`src/rtl/ppi_pkg.sv`:
```
// ppi_pkg
// Shared types and constants for the 8255 PPI bus sequencer:
//   ppi_seq_state_t - sequencer FSM states
//   PPI_ADDR_*      - 8255 register addresses on A_in
//   PPI_RW_READ     - encoding of a read request on reqN_rw
//   ppi_is_illegal  - flags requests that must not reach the bus
package ppi_pkg;

    typedef enum logic [2:0] {
        IDLE   = 3'd0,
        SETUP  = 3'd1,
        STROBE = 3'd2,
        HOLD   = 3'd3,
        ERR    = 3'd4
    } ppi_seq_state_t;

    localparam logic [1:0] PPI_ADDR_PA   = 2'b00;
    localparam logic [1:0] PPI_ADDR_PB   = 2'b01;
    localparam logic [1:0] PPI_ADDR_PC   = 2'b10;
    localparam logic [1:0] PPI_ADDR_CTRL = 2'b11;

    localparam logic PPI_RW_READ = 1'b1;

    // The 8255 control word register is write-only, so reading it is
    // rejected without running a bus cycle.
    function automatic logic ppi_is_illegal(input logic rw, input logic [1:0] addr);
        return (rw == PPI_RW_READ) && (addr == PPI_ADDR_CTRL);
    endfunction

endpackage

```
`src/rtl/ppi_bus_sequencer_if.sv`:
```
// ppi_bus_sequencer_if
// Bundles the requester handshakes, the response channel and the 8255 pins.
//   master : view of the sequencer (drives ready, rsp_*, busy, ppi_* pins)
//   slave  : view of the requesters / PPI side (drives valid, rw, addr,
//            wdata and the D readback)
interface ppi_bus_sequencer_if;

    logic       req0_valid;
    logic       req0_ready;
    logic       req0_rw;
    logic [1:0] req0_addr;
    logic [7:0] req0_wdata;

    logic       req1_valid;
    logic       req1_ready;
    logic       req1_rw;
    logic [1:0] req1_addr;
    logic [7:0] req1_wdata;

    logic       rsp_valid;
    logic       rsp_id;
    logic       rsp_err;
    logic [7:0] rsp_rdata;
    logic       busy;

    logic       ppi_cs;
    logic       ppi_read;
    logic       ppi_write;
    logic [1:0] ppi_a;
    logic [7:0] ppi_d_out;
    logic       ppi_d_oe;
    logic [7:0] ppi_d_in;

    modport master (
        input  req0_valid, req0_rw, req0_addr, req0_wdata,
        input  req1_valid, req1_rw, req1_addr, req1_wdata,
        input  ppi_d_in,
        output req0_ready, req1_ready,
        output rsp_valid, rsp_id, rsp_err, rsp_rdata, busy,
        output ppi_cs, ppi_read, ppi_write, ppi_a, ppi_d_out, ppi_d_oe
    );

    modport slave (
        output req0_valid, req0_rw, req0_addr, req0_wdata,
        output req1_valid, req1_rw, req1_addr, req1_wdata,
        output ppi_d_in,
        input  req0_ready, req1_ready,
        input  rsp_valid, rsp_id, rsp_err, rsp_rdata, busy,
        input  ppi_cs, ppi_read, ppi_write, ppi_a, ppi_d_out, ppi_d_oe
    );

endinterface

```
`src/rtl/ppi_rr_arbiter.sv`:
```
// ppi_rr_arbiter
// Two-way round-robin arbiter.
//   valid      : request pending per requester (bit N = requester N)
//   last_grant : requester that won the previous handshake
//   enable     : grants are only issued while enabled
//   grant      : one-hot grant, already qualified by valid
module ppi_rr_arbiter (
    input  logic [1:0] valid,
    input  logic       last_grant,
    input  logic       enable,
    output logic [1:0] grant
);

    // With both requesting, the one that did not win last time goes next;
    // a lone requester always wins.
    always_comb begin
        grant = 2'b00;
        if (enable) begin
            if (valid == 2'b11) begin
                grant = last_grant ? 2'b01 : 2'b10;
            end else begin
                grant = valid;
            end
        end
    end

endmodule

```
`src/rtl/ppi_bus_sequencer.sv`:
```
// ppi_bus_sequencer
// Bus master that runs 8255 PPI read/write cycles for two requesters with
// programmable setup/strobe/hold timing.
//   clk   : system clock, rising edge
//   reset : asynchronous, active-high
//   bus   : requester handshakes, response channel and PPI pins
//           (see ppi_bus_sequencer_if)
// Parameters SETUP_CYCLES / STROBE_CYCLES / HOLD_CYCLES: 1..15 each.
module ppi_bus_sequencer
    import ppi_pkg::*;
#(
    parameter int SETUP_CYCLES  = 1,
    parameter int STROBE_CYCLES = 2,
    parameter int HOLD_CYCLES   = 1
) (
    input  logic                clk,
    input  logic                reset,
    ppi_bus_sequencer_if.master bus
);

    // The timer counts down to zero, so each phase loads its length minus one.
    localparam logic [3:0] SETUP_LOAD  = 4'(SETUP_CYCLES - 1);
    localparam logic [3:0] STROBE_LOAD = 4'(STROBE_CYCLES - 1);
    localparam logic [3:0] HOLD_LOAD   = 4'(HOLD_CYCLES - 1);

    ppi_seq_state_t state_q, state_d;
    logic [3:0]     timer_q, timer_d;
    logic           rw_q, rw_d;
    logic [1:0]     addr_q, addr_d;
    logic [7:0]     wdata_q, wdata_d;
    logic           id_q, id_d;
    logic [7:0]     rdata_q, rdata_d;
    logic           last_grant_q, last_grant_d;
    logic           rsp_valid_q, rsp_valid_d;
    logic           rsp_err_q, rsp_err_d;

    logic [1:0]     grant;
    logic           arb_enable;
    logic           handshake;
    logic           sel_rw;
    logic [1:0]     sel_addr;
    logic [7:0]     sel_wdata;
    logic           timer_done;
    logic           bus_active;
    logic           drive_data;

    // Reset gates the enable so ready drops the moment reset rises even
    // while a requester holds valid.
    assign arb_enable = (state_q == IDLE) && !reset;

    ppi_rr_arbiter u_arb (
        .valid      ({bus.req1_valid, bus.req0_valid}),
        .last_grant (last_grant_q),
        .enable     (arb_enable),
        .grant      (grant)
    );

    assign bus.req0_ready = grant[0];
    assign bus.req1_ready = grant[1];
    assign handshake      = grant[0] | grant[1];

    assign sel_rw    = grant[1] ? bus.req1_rw    : bus.req0_rw;
    assign sel_addr  = grant[1] ? bus.req1_addr  : bus.req0_addr;
    assign sel_wdata = grant[1] ? bus.req1_wdata : bus.req0_wdata;

    assign timer_done = (timer_q == 4'd0);

    // Next-state logic: capture on handshake, walk SETUP -> STROBE -> HOLD
    // on the shared down-counter, and schedule the one-cycle response for
    // the first IDLE cycle afterwards.
    always_comb begin
        state_d      = state_q;
        timer_d      = timer_q;
        rw_d         = rw_q;
        addr_d       = addr_q;
        wdata_d      = wdata_q;
        id_d         = id_q;
        rdata_d      = rdata_q;
        last_grant_d = last_grant_q;
        rsp_valid_d  = 1'b0;
        rsp_err_d    = 1'b0;

        case (state_q)
            IDLE: begin
                if (handshake) begin
                    rw_d         = sel_rw;
                    addr_d       = sel_addr;
                    wdata_d      = sel_wdata;
                    id_d         = grant[1];
                    last_grant_d = grant[1];
                    rdata_d      = 8'h00;
                    if (ppi_is_illegal(sel_rw, sel_addr)) begin
                        state_d = ERR;
                    end else begin
                        state_d = SETUP;
                        timer_d = SETUP_LOAD;
                    end
                end
            end
            SETUP: begin
                if (timer_done) begin
                    state_d = STROBE;
                    timer_d = STROBE_LOAD;
                end else begin
                    timer_d = timer_q - 4'd1;
                end
            end
            STROBE: begin
                if (timer_done) begin
                    // Read data is taken on the edge that ends the strobe.
                    if (rw_q == PPI_RW_READ) begin
                        rdata_d = bus.ppi_d_in;
                    end
                    state_d = HOLD;
                    timer_d = HOLD_LOAD;
                end else begin
                    timer_d = timer_q - 4'd1;
                end
            end
            HOLD: begin
                if (timer_done) begin
                    state_d     = IDLE;
                    rsp_valid_d = 1'b1;
                end else begin
                    timer_d = timer_q - 4'd1;
                end
            end
            ERR: begin
                state_d     = IDLE;
                rsp_valid_d = 1'b1;
                rsp_err_d   = 1'b1;
            end
            default: begin
                state_d = IDLE;
            end
        endcase
    end

    // State and capture registers. last_grant resets to 1 so requester 0
    // wins the first contested arbitration.
    always_ff @(posedge clk or posedge reset) begin
        if (reset) begin
            state_q      <= IDLE;
            timer_q      <= 4'd0;
            rw_q         <= 1'b0;
            addr_q       <= 2'b00;
            wdata_q      <= 8'h00;
            id_q         <= 1'b0;
            rdata_q      <= 8'h00;
            last_grant_q <= 1'b1;
            rsp_valid_q  <= 1'b0;
            rsp_err_q    <= 1'b0;
        end else begin
            state_q      <= state_d;
            timer_q      <= timer_d;
            rw_q         <= rw_d;
            addr_q       <= addr_d;
            wdata_q      <= wdata_d;
            id_q         <= id_d;
            rdata_q      <= rdata_d;
            last_grant_q <= last_grant_d;
            rsp_valid_q  <= rsp_valid_d;
            rsp_err_q    <= rsp_err_d;
        end
    end

    // PPI pins decode purely from registered state, so a reset clears them
    // immediately and no requester input reaches them combinationally.
    assign bus_active = (state_q == SETUP) || (state_q == STROBE) || (state_q == HOLD);
    assign drive_data = bus_active && (rw_q != PPI_RW_READ);

    assign bus.ppi_cs    = !bus_active;
    assign bus.ppi_read  = (state_q == STROBE) && (rw_q == PPI_RW_READ);
    assign bus.ppi_write = (state_q == STROBE) && (rw_q != PPI_RW_READ);
    assign bus.ppi_a     = bus_active ? addr_q : 2'b00;
    assign bus.ppi_d_oe  = drive_data;
    assign bus.ppi_d_out = drive_data ? wdata_q : 8'h00;

    assign bus.rsp_valid = rsp_valid_q;
    assign bus.rsp_id    = id_q;
    assign bus.rsp_err   = rsp_err_q;
    assign bus.rsp_rdata = rsp_valid_q ? rdata_q : 8'h00;
    assign bus.busy      = (state_q != IDLE);

endmodule

```
`src/flat_wrapper.sv`:
```
// flat-port wrapper written by rule: the top's interface ports become plain ports
module ppi_bus_sequencer_flat import ppi_pkg::*;
#(
    parameter int SETUP_CYCLES  = 1,
    parameter int STROBE_CYCLES = 2,
    parameter int HOLD_CYCLES   = 1
)
  (clk, reset, bus_req0_valid, bus_req0_rw, bus_req0_addr, bus_req0_wdata, bus_req1_valid, bus_req1_rw, bus_req1_addr, bus_req1_wdata, bus_ppi_d_in, bus_req0_ready, bus_req1_ready, bus_rsp_valid, bus_rsp_id, bus_rsp_err, bus_rsp_rdata, bus_busy, bus_ppi_cs, bus_ppi_read, bus_ppi_write, bus_ppi_a, bus_ppi_d_out, bus_ppi_d_oe);
  ppi_bus_sequencer_if bus_i ();
  input  logic clk;
  input  logic reset;
  input wire logic [$bits(bus_i.req0_valid)-1:0] bus_req0_valid;
  input wire logic [$bits(bus_i.req0_rw)-1:0] bus_req0_rw;
  input wire logic [$bits(bus_i.req0_addr)-1:0] bus_req0_addr;
  input wire logic [$bits(bus_i.req0_wdata)-1:0] bus_req0_wdata;
  input wire logic [$bits(bus_i.req1_valid)-1:0] bus_req1_valid;
  input wire logic [$bits(bus_i.req1_rw)-1:0] bus_req1_rw;
  input wire logic [$bits(bus_i.req1_addr)-1:0] bus_req1_addr;
  input wire logic [$bits(bus_i.req1_wdata)-1:0] bus_req1_wdata;
  input wire logic [$bits(bus_i.ppi_d_in)-1:0] bus_ppi_d_in;
  output wire logic [$bits(bus_i.req0_ready)-1:0] bus_req0_ready;
  output wire logic [$bits(bus_i.req1_ready)-1:0] bus_req1_ready;
  output wire logic [$bits(bus_i.rsp_valid)-1:0] bus_rsp_valid;
  output wire logic [$bits(bus_i.rsp_id)-1:0] bus_rsp_id;
  output wire logic [$bits(bus_i.rsp_err)-1:0] bus_rsp_err;
  output wire logic [$bits(bus_i.rsp_rdata)-1:0] bus_rsp_rdata;
  output wire logic [$bits(bus_i.busy)-1:0] bus_busy;
  output wire logic [$bits(bus_i.ppi_cs)-1:0] bus_ppi_cs;
  output wire logic [$bits(bus_i.ppi_read)-1:0] bus_ppi_read;
  output wire logic [$bits(bus_i.ppi_write)-1:0] bus_ppi_write;
  output wire logic [$bits(bus_i.ppi_a)-1:0] bus_ppi_a;
  output wire logic [$bits(bus_i.ppi_d_out)-1:0] bus_ppi_d_out;
  output wire logic [$bits(bus_i.ppi_d_oe)-1:0] bus_ppi_d_oe;
  assign bus_i.req0_valid = bus_req0_valid;
  assign bus_i.req0_rw = bus_req0_rw;
  assign bus_i.req0_addr = bus_req0_addr;
  assign bus_i.req0_wdata = bus_req0_wdata;
  assign bus_i.req1_valid = bus_req1_valid;
  assign bus_i.req1_rw = bus_req1_rw;
  assign bus_i.req1_addr = bus_req1_addr;
  assign bus_i.req1_wdata = bus_req1_wdata;
  assign bus_i.ppi_d_in = bus_ppi_d_in;
  assign bus_req0_ready = bus_i.req0_ready;
  assign bus_req1_ready = bus_i.req1_ready;
  assign bus_rsp_valid = bus_i.rsp_valid;
  assign bus_rsp_id = bus_i.rsp_id;
  assign bus_rsp_err = bus_i.rsp_err;
  assign bus_rsp_rdata = bus_i.rsp_rdata;
  assign bus_busy = bus_i.busy;
  assign bus_ppi_cs = bus_i.ppi_cs;
  assign bus_ppi_read = bus_i.ppi_read;
  assign bus_ppi_write = bus_i.ppi_write;
  assign bus_ppi_a = bus_i.ppi_a;
  assign bus_ppi_d_out = bus_i.ppi_d_out;
  assign bus_ppi_d_oe = bus_i.ppi_d_oe;
  ppi_bus_sequencer #(.SETUP_CYCLES(SETUP_CYCLES), .STROBE_CYCLES(STROBE_CYCLES), .HOLD_CYCLES(HOLD_CYCLES)) u_core (.clk(clk), .reset(reset), .bus(bus_i));
endmodule
```
`config.mk`:
```
export PLATFORM = sky130hd
export DESIGN_NAME = ppi_bus_sequencer_flat
export DESIGN_NICKNAME = d
export VERILOG_FILES = /design/src/rtl/ppi_pkg.sv /design/src/rtl/ppi_bus_sequencer_if.sv /design/src/rtl/ppi_rr_arbiter.sv /design/src/rtl/ppi_bus_sequencer.sv /design/src/flat_wrapper.sv
export SDC_FILE = /design/constraint.sdc
export NUM_CORES = 1
export LEC_CHECK = 0
export BUFFER_PORTS_ARGS = -buffer_cell sky130_fd_sc_hd__buf_2
export CAP_MARGIN = 20
export CORE_ASPECT_RATIO = 0.75
export CORE_UTILIZATION = 48
export CTS_CLUSTER_DIAMETER = 150
export CTS_CLUSTER_SIZE = 20
export DETAILED_ROUTE_END_ITERATION = 10
export PLACE_DENSITY = 0.85
export RECOVER_POWER = 100
export SLEW_MARGIN = 20
export SYNTH_ARGS = -nofsm -noshare
export SYNTH_HDL_FRONTEND = slang
export SYNTH_SLANG_ARGS = --single-unit
```
`constraint.sdc`:
```
create_clock -name clk -period 2.4 [get_ports clk]
set_input_delay 0.36 -clock clk [delete_from_list [all_inputs] [get_ports clk]]
set_output_delay 0.36 -clock clk [all_outputs]
set_load 0.005 [all_outputs]
```
==> impl_metrics.tcl, run 1 <==
set metrics [dict create \
    status "completed" \
    routed-via-count 1502 \
    finalSetupTns_ns 0 \
    synth-seq-area-share_pct 46.7 \
    initial_core_util_pct 52.6 \
    grt_pass1_wl_um 5940 \
    cts_buffer_depth 2 \
    cp_max_fo 9 \
    wire_per_inst_um 13.1 \
    wl_um 3700 \
    grt_max_degree 26 \
    ctsHoldBuffers 0 \
    p_leak_nw 1.02 \
    required_ns 2.04 \
    fp.dieW_um 68.9 \
    power_density_mw_per_mm2 1180 \
    arrival_ns 1.88 \
    finalSetupViolCount 0 \
    place_area_mm2 0.00197 \
    insertedDiodeCount 0 \
    cts_root_buffer "clkbuf_8" \
    rows 17 \
    slew_headroom_pct 12.4 \
    min-delay-path-class "in -> async" \
    syn_nets 214 \
    vias_per_cell 5.31 \
    crit_type "reg -> out" \
    antenna_left 0 \
    layout_common_cells "48 x buf_2, 28 x dfrtp_1, 27 x nand2_1" \
    start_kind "register" \
    synth_area_mm2 0.00161 \
    worst_skew_pair.late_latency_ns 0.28 \
    cts.htree.levels 2 \
    overflow 0 \
    first_global_vias 1326 \
    pin_count 62 \
    die_area_mm2 0.00359 \
    tritoncts "built" \
    maxCapViolations 0 \
    grt_usage_pct 22.8 \
    synth_cell_type_count 35 \
    fin_worst_skew_ns 0.00591 \
    irDropWorstVdd_mv 0.746 \
    syn2layout_area_growth_pct 25.3 \
    hold_viol_final 0 \
    worst_slew_pin_slew_ns 1.31 \
    fp.coreArea_mm2 0.00306 \
    cts_sinks 30 \
    syn_area_per_cell_um2 9.05 \
    first_pass_iters 4 \
    cts_buffers 5 \
    dp_hpwl_um 2750 \
    port_buffers 61 \
    first_iter_violations 65 \
    postLayoutCoreUtil_pct 65.9 \
    fin_crit_sh_pct 93.3 \
    drive_gt1_share_pct 26.9 \
    final_area_mm2 0.00202 \
    drc_errors 0 \
    report.final.slew_viol_count 0 \
    antenna_found_initial 0 \
    synthCells 178 \
    clkTransAtPathRegs_ns 0.06 \
    cp-end-kind "primary output" \
    fmax_ghz 0.447 \
    gp_congestion 0.907 \
    total_power_w 0.00238 \
    min_period_ns 2.24 \
    rsz0062_at_grt "no" \
    final_common_cell "buf_2" \
    synth.yosys.warnings 0 \
    fp.dieH_um 52.2 \
    synth_seq_cells 30 \
    final_net_count 280 \
]
## flip-flops by register name, indices dropped and copies added (netlist names)
register,cells
u_core.last_grant_q,1
u_core.bus.rsp_valid,1
u_core.rdata_q,8
u_core.bus.rsp_err,1
u_core.state_q,3
u_core.bus.rsp_id,1
u_core.rw_q,1
u_core.wdata_q,8
u_core.timer_q,4
u_core.addr_q,2
## path summary, 6_finish.rpt
check	from	to	slack [ns]	cells after the start
max reg2reg	u_core.state_q[2]	u_core.timer_q[0]	0.17	5
min reg2reg	u_core.rdata_q[0]	u_core.rdata_q[0]	0.50	1
max in group asynchronous	reset	u_core.state_q[1]	0.78	3
min in group clk	bus_ppi_d_in[1]	u_core.rdata_q[1]	0.30	2
max	u_core.state_q[2]	bus_ppi_d_out[0]	0.16	6
min	reset	u_core.timer_q[2]	0.05	2
## metal layers
metal	track usage, %	wire [um]
met1	31.3	1820
met2	35.3	1620
met3	5.92	225
met4	6.12	27
met5	0	0
## kinds of logic after synthesis
family / Yosys count / share of synthesized area, %
AOI/OAI and AO/OA: 41 / 18.8
xor gates and xnor gates: 1 / 0.544
adders and majority gates: 2 / 1.55
buffers and inverters: 15 / 3.81
DFF: 30 / 46.7
muxes: 3 / 1.86
and+or+nand+nor: 86 / 26.7
## critical path: stages, from the launching register on
cell     delay, ns
dfrtp_1       0.48
buf_4         0.21
nor2_1        0.15
inv_1         0.07
nor2_1        0.39
and2_0        0.20
buf_2         0.11
## cells in the mapped netlist, drive strengths merged
cell | instances | area share (%)
o41ai | 2 | 2.0
o21bai | 1 | 0.47
a21o | 1 | 0.47
dfstp | 1 | 1.6
a21oi | 7 | 2.2
a2111o | 1 | 0.78
nor3b | 2 | 0.93
o21ai | 6 | 1.9
ha | 2 | 1.6
a211oi | 1 | 0.47
clkinv | 1 | 0.23
o21a | 1 | 0.47
a21bo | 1 | 0.62
nand4b | 2 | 1.1
a32o | 1 | 0.62
and2 | 20 | 7.8
or4 | 1 | 0.70
mux2i | 3 | 1.9
or3 | 1 | 0.39
nor4 | 2 | 1.6
nor2 | 22 | 5.1
buf | 4 | 1.2
xor2 | 1 | 0.54
inv | 7 | 1.6
a221oi | 1 | 0.54
clkbuf | 3 | 0.70
dfrtp | 29 | 45
and3 | 1 | 0.39
a22o | 8 | 4.4
o211ai | 1 | 0.47
a31oi | 9 | 3.5
nor3 | 5 | 1.6
nand2 | 27 | 6.3
nand3 | 3 | 0.93
## area by class of cell
type                            count  area (um2)
Clock buffer                        6        82.6
Clock inverter                      2        12.5
Fill cell                         271        1040
Inverter                            8        30.0
Multi-Input combinational cell    133         773
Sequential cell                    30         753
Tap cell                           38        47.5
Timing Repair Buffer               66         319
## where the power goes
group	switching (W)	internal, W
clock	0.000192	0.000230
combinational	0.000556	0.000469
sequential	0.000191	0.000745
total	0.000939	0.00144
## timing repair
action / 4_1_cts / 5_1_grt
setup buffers: 0 / 0
setup endpoints to repair: 0 / 8
resized for setup: 0 / 1
## through the flow
stage | hold slack (ns) | cells | setup WS, ns
finish | 0.0472 | 283 | 0.162
global route | 0.0674 | 283 | 0.0373
CTS | 0.0288 | 283 | 0.0801
detailed placement | 0.326 | 275 | 0.353
global placement | 0.322 | 275 | 0.430
floorplan | 0.450 | 178 | 0.486
(Power assumes the default switching activity.)
==> run 2, diff against run 1 <==
--- a/config.mk
+++ b/config.mk
@@ -14,6 +14,7 @@
 export DETAILED_ROUTE_END_ITERATION = 10
 export PLACE_DENSITY = 0.85
 export RECOVER_POWER = 100
+export SKIP_CTS_REPAIR_TIMING = 1
 export SLEW_MARGIN = 20
 export SYNTH_ARGS = -nofsm -noshare
 export SYNTH_HDL_FRONTEND = slang
==> constraint.sdc (replaced) <==
create_clock -name clk -period 2.5 [get_ports clk]
set_input_delay 0.375 -clock clk [delete_from_list [all_inputs] [get_ports clk]]
set_output_delay 0.375 -clock clk [all_outputs]
set_load 0.005 [all_outputs]
==> impl_metrics.tcl, run 2 (synthesis gave the netlist of run 1 again) <==
set metrics [dict create \
    r2r-end "u_core.timer_q[0]" \
    met1_usage_pct 32.7 \
    dp_hpwl_um 2830 \
    place_inst 275 \
    power_frac_clock_pct 24.4 \
    met3_usage_pct 8.99 \
    slowest_delay_ns 0.68 \
    port_buffers 61 \
    maxCapViolations 0 \
    fp.dieH_um 52.2 \
    power_density_mw_per_mm2 1200 \
    total_power_w 0.00247 \
    die_area_mm2 0.00359 \
    irDropWorstVdd_mv 0.927 \
    cp_max_fo 16 \
    start_kind "register" \
    status "completed" \
    grt_usage_pct 24.3 \
    first_iter_violations 82 \
    cts.htree.levels 2 \
    gp_congestion 0.926 \
    worstSetupStartpoint "u_core.state_q[2]" \
    antenna_left 0 \
    grt_use_met2_pct 37.2 \
    hold_viol_final 0 \
    cts_buffer_depth 2 \
    pin_count 62 \
    worst_skew_pair.late_latency_ns 0.28 \
    drive_gt1_share_pct 24.5 \
    slew_headroom_pct 55.2 \
    required_ns 2.67 \
    crit_type "reg -> reg" \
    fin_worst_skew_ns 0.00284 \
    p_seq_share_pct 36.3 \
    min-delay-path-class "in -> async" \
    overflow 0 \
    initial_core_util_pct 52.6 \
    fp.dieW_um 68.9 \
    first_global_vias 1364 \
    vias_per_cell 5.41 \
    cpMaxStageDelayCell "or4_1" \
    finalSetupViolCount 0 \
    n_fill_cell 261 \
    p_comb_share_pct 39.2 \
    insertedDiodeCount 0 \
    first_pass_iters 4 \
    rr_startpoint "u_core.state_q[2]" \
    internal_power_w 0.00158 \
    fmax_ghz 0.437 \
    wire_per_inst_um 13.5 \
    final_net_count 280 \
    clkTransAtPathRegs_ns 0.06 \
    cts_sinks 30 \
    antenna_found_initial 0 \
    wl_um 3820 \
    cp-end-kind "register" \
    arrival_ns 2.46 \
    finalSetupTns_ns 0 \
    syn2layout_area_growth_pct 27.4 \
    global_route.peak_usage_layer "met2" \
    tritoncts "built" \
    min_period_ns 2.29 \
    finalNonFillerCells 283 \
    hold_ws_ns 0.160 \
    switchingPower_w 0.000890 \
    cts_root_buffer "clkbuf_8" \
    worst_slew_pin_slew_ns 0.673 \
    fin_crit_sh_pct 91.5 \
    rrSetupSlack_ns 0.21 \
    cts_buffers 5 \
    p_leak_nw 1.02 \
    layout_common_cells "46 x buf_2, 29 x dfrtp_1, 27 x nand2_1" \
    reg_top3 "u_core.rdata_q (8), u_core.wdata_q (8), u_core.timer_q (4)" \
    report.final.slew_viol_count 0 \
    final_common_cell "buf_2" \
    grt_max_degree 24 \
    routed-via-count 1531 \
    postLayoutCoreUtil_pct 67.0 \
    swShare_pct 36.1 \
    grt_pass1_wl_um 6240 \
    drc_errors 0 \
    rsz0062_at_grt "no" \
    rows 17 \
    cp_cell_sequence "or4_1 -> nor4_1 -> a2111o_2 -> o21ai_1 -> o41ai_1" \
    fp.coreArea_mm2 0.00306 \
    r2r_cells 5 \
]
-- run 2: worst max path at each step --
stage,endpoint,cells after the start
CTS,bus_ppi_d_out[0],6
detailed placement,u_core.timer_q[0],5
global route,u_core.timer_q[0],4
finish,u_core.timer_q[0],5
floorplan,u_core.timer_q[0],7
global placement,u_core.timer_q[1],4
-- run 2: routing by layer --
layer / wire length (um) / part of all wire (%)
met5: 0 / 0
met3: 248 / 6.5
met2: 1770 / 46
met4: 5 / 0.13
met1: 1800 / 47
-- run 2: critical path: cells and delay by family (launching register included) --
kind | cells | cell delay, ns
AND/OR/NAND/NOR | 2 | 1.25
AO/OA/AOI/OAI | 3 | 0.39
flip-flops | 1 | 0.55
-- run 2: metrics by stage --
step / setup slack, ns / area, um2
after detailed placement: 0.402 / 1970
final: 0.212 / 2050
after CTS: 0.151 / 2110
after floorplan: 0.586 / 1610
after global routing: 0.0591 / 2050
after global placement: 0.497 / 1970
-- run 2: power by group through the flow --
stage | sequential, W | combinational, W | clock, W
after floorplan | 0.000823 | 0.000759 | 0
after global placement | 0.000895 | 0.00101 | 0
after detailed placement | 0.000904 | 0.00103 | 0
after CTS | 0.000896 | 0.00104 | 0.000617
after global routing | 0.000932 | 0.00110 | 0.000642
final | 0.000896 | 0.000969 | 0.000603
-- run 2: cell type report --
class / count / area [um2] / share of cell area (%)
multi-input cells: 133 / 768 / 37.5
flip-flops and latches: 30 / 752 / 36.7
clock inverters: 2 / 60.1 / 2.93
clock buffers: 6 / 82.6 / 4.03
well taps: 38 / 47.5 / 2.32
inverters: 8 / 30.0 / 1.46
repair buffers: 66 / 310 / 15.1
==> run 3, diff against run 2 <==
--- a/config.mk
+++ b/config.mk
@@ -8,11 +8,10 @@
 export BUFFER_PORTS_ARGS = -buffer_cell sky130_fd_sc_hd__buf_2
 export CAP_MARGIN = 20
 export CORE_ASPECT_RATIO = 0.75
-export CORE_UTILIZATION = 48
+export CORE_UTILIZATION = 44
 export CTS_CLUSTER_DIAMETER = 150
-export CTS_CLUSTER_SIZE = 20
 export DETAILED_ROUTE_END_ITERATION = 10
-export PLACE_DENSITY = 0.85
+export PLACE_DENSITY = 0.82
 export RECOVER_POWER = 100
 export SKIP_CTS_REPAIR_TIMING = 1
 export SLEW_MARGIN = 20
==> constraint.sdc (replaced) <==
create_clock -name clk -period 1.94 [get_ports clk]
set_input_delay 0.291 -clock clk [delete_from_list [all_inputs] [get_ports clk]]
set_output_delay 0.291 -clock clk [all_outputs]
set_load 0.005 [all_outputs]
==> impl_metrics.tcl, run 3 (synthesis gave the netlist of run 1 again) <==
set metrics [dict create \
    fp.dieW_um 71.9 \
    drc_errors 0 \
    first_global_vias 1427 \
    syn2layout_area_growth_pct 39.2 \
    place_inst 291 \
    arrival_ns 2.19 \
    die_area_mm2 0.00391 \
    p_seq_share_pct 35.3 \
    drive_gt1_share_pct 40.5 \
    hold_viol_final 0 \
    worst_slack_ns -0.103 \
    overflow 0 \
    wire_per_inst_um 13.6 \
    met3_usage_pct 6.63 \
    power_density_mw_per_mm2 1450 \
    swShare_pct 40.1 \
    cts.htree.levels 2 \
    start_kind "register" \
    n_fill_cell 283 \
    fin_crit_sh_pct 105 \
    cp_num_buf_inv 0 \
    violations "setup timing" \
    final_net_count 293 \
    rows 18 \
    maxCapViolations 0 \
    final_common_cell "buf_2" \
    switchingPower_w 0.00130 \
    finalSetupViolCount 5 \
    internal_power_w 0.00195 \
    crit_type "reg -> reg" \
    insertedDiodeCount 0 \
    first_pass_iters 4 \
    initial_core_util_pct 47.4 \
    multi_input_area_um2 875 \
    p_leak_nw 1.16 \
    grt_use_met2_pct 35.5 \
    first_iter_violations 152 \
    cp-end-kind "register" \
    dp_hpwl_um 2970 \
    cpMaxStageDelayCell "a2111o_2" \
    final_area_mm2 0.00224 \
    routed-via-count 1573 \
    ff_latch_area_um2 756 \
    gp_congestion 0.823 \
    worst_skew_pair.late_latency_ns 0.28 \
    cts_root_buffer "clkbuf_8" \
    postLayoutCoreUtil_pct 65.9 \
    met1_usage_pct 31.2 \
    rsz0062_at_grt "yes" \
    finalNonFillerCells 307 \
    rrSetupSlack_ns -0.10 \
    grt_pass1_wl_um 6580 \
    worst_slew_pin_slew_ns 0.964 \
    critical-path-top-delay-family "compound AO/OA/AOI/OAI gates" \
    global_route.peak_usage_layer "met2" \
    cp_cell_sequence "nor4_4 -> a31oi_2 -> a2111o_2 -> o21ai_4 -> o41ai_4" \
    irDropWorstVdd_mv 0.807 \
    slowest_delay_ns 0.60 \
    port_buffers 61 \
    status "finished, violations left" \
    pin_count 62 \
    fp.dieH_um 54.4 \
    antenna_found_initial 0 \
    cts_buffers 5 \
    p_comb_share_pct 50.3 \
    report.final.slew_viol_count 0 \
    wl_um 4190 \
    cts_buffer_depth 2 \
    min-delay-path-class "in -> async" \
    cts_sinks 30 \
    reg_top3 "u_core.rdata_q (8), u_core.wdata_q (8), u_core.timer_q (4)" \
    required_ns 2.09 \
    fmax_ghz 0.490 \
    finalSetupTns_ns -0.223 \
    slew_headroom_pct 35.7 \
    fin_worst_skew_ns 0.00482 \
    min_period_ns 2.04 \
    power_frac_clock_pct 14.4 \
    antenna_left 0 \
    cp_max_fo 7 \
    tritoncts "built" \
    layout_common_cells "60 x buf_2, 27 x nand2_1, 26 x dfrtp_1" \
    fp.coreArea_mm2 0.00340 \
    place_area_mm2 0.00203 \
    clkTransAtPathRegs_ns 0.06 \
    grt_usage_pct 22.3 \
    grt_max_degree 24 \
    vias_per_cell 5.12 \
]
==> run 3: cell type report <==
cell class              count  area share (%)
clock buffers               5            3.07
clock inverters             2           0.447
inverters                   8            1.51
multi-input cells         133            39.0
flip-flops and latches     30            33.7
well taps                  50            2.79
repair buffers             79            19.4
==> run 3: through the flow <==
stage          worst slack, ns  power [W]  hold WS (ns)
2_1_floorplan           0.0261    0.00204         0.381
6_report                -0.103    0.00325         0.157
3_3_place_gp            0.0210    0.00251         0.419
5_1_grt                 -0.155    0.00349         0.203
4_1_cts                 -0.219    0.00303         0.125
3_5_place_dp           -0.0986    0.00257         0.427
==> run 3: per-layer routing <==
metal  share of wire (%)  vias up  wire length, um
li1                    -      778                -
met3                 6.0        4              252
met2                  44       58             1850
met1                  49      733             2060
met4                0.62        0               26
met5                   0        -                0
==> run 3: worst paths after layout <==
| check | cells after the start | startpoint | to |
|---|---|---|---|
| worst max-delay path | 5 | u_core.state_q[0] | u_core.timer_q[0] |
| worst min-delay path | 2 | reset | u_core.bus.rsp_err |
| worst max register to register | 5 | u_core.state_q[0] | u_core.timer_q[0] |
| worst min register to register | 1 | u_core.rdata_q[1] | u_core.rdata_q[1] |
| max in group asynchronous | 3 | reset | u_core.state_q[0] |
| min in group clk | 2 | bus_ppi_d_in[5] | u_core.rdata_q[5] |
==> run 3: power groups by stage <==
stage / sequential, W / clock [W] / combinational (W)
floorplan: 0.00106 / 0 / 0.000978
global placement: 0.00113 / 0 / 0.00138
detailed placement: 0.00114 / 0 / 0.00143
CTS: 0.00113 / 0.000472 / 0.00143
global route: 0.00118 / 0.000496 / 0.00181
finish: 0.00115 / 0.000468 / 0.00164
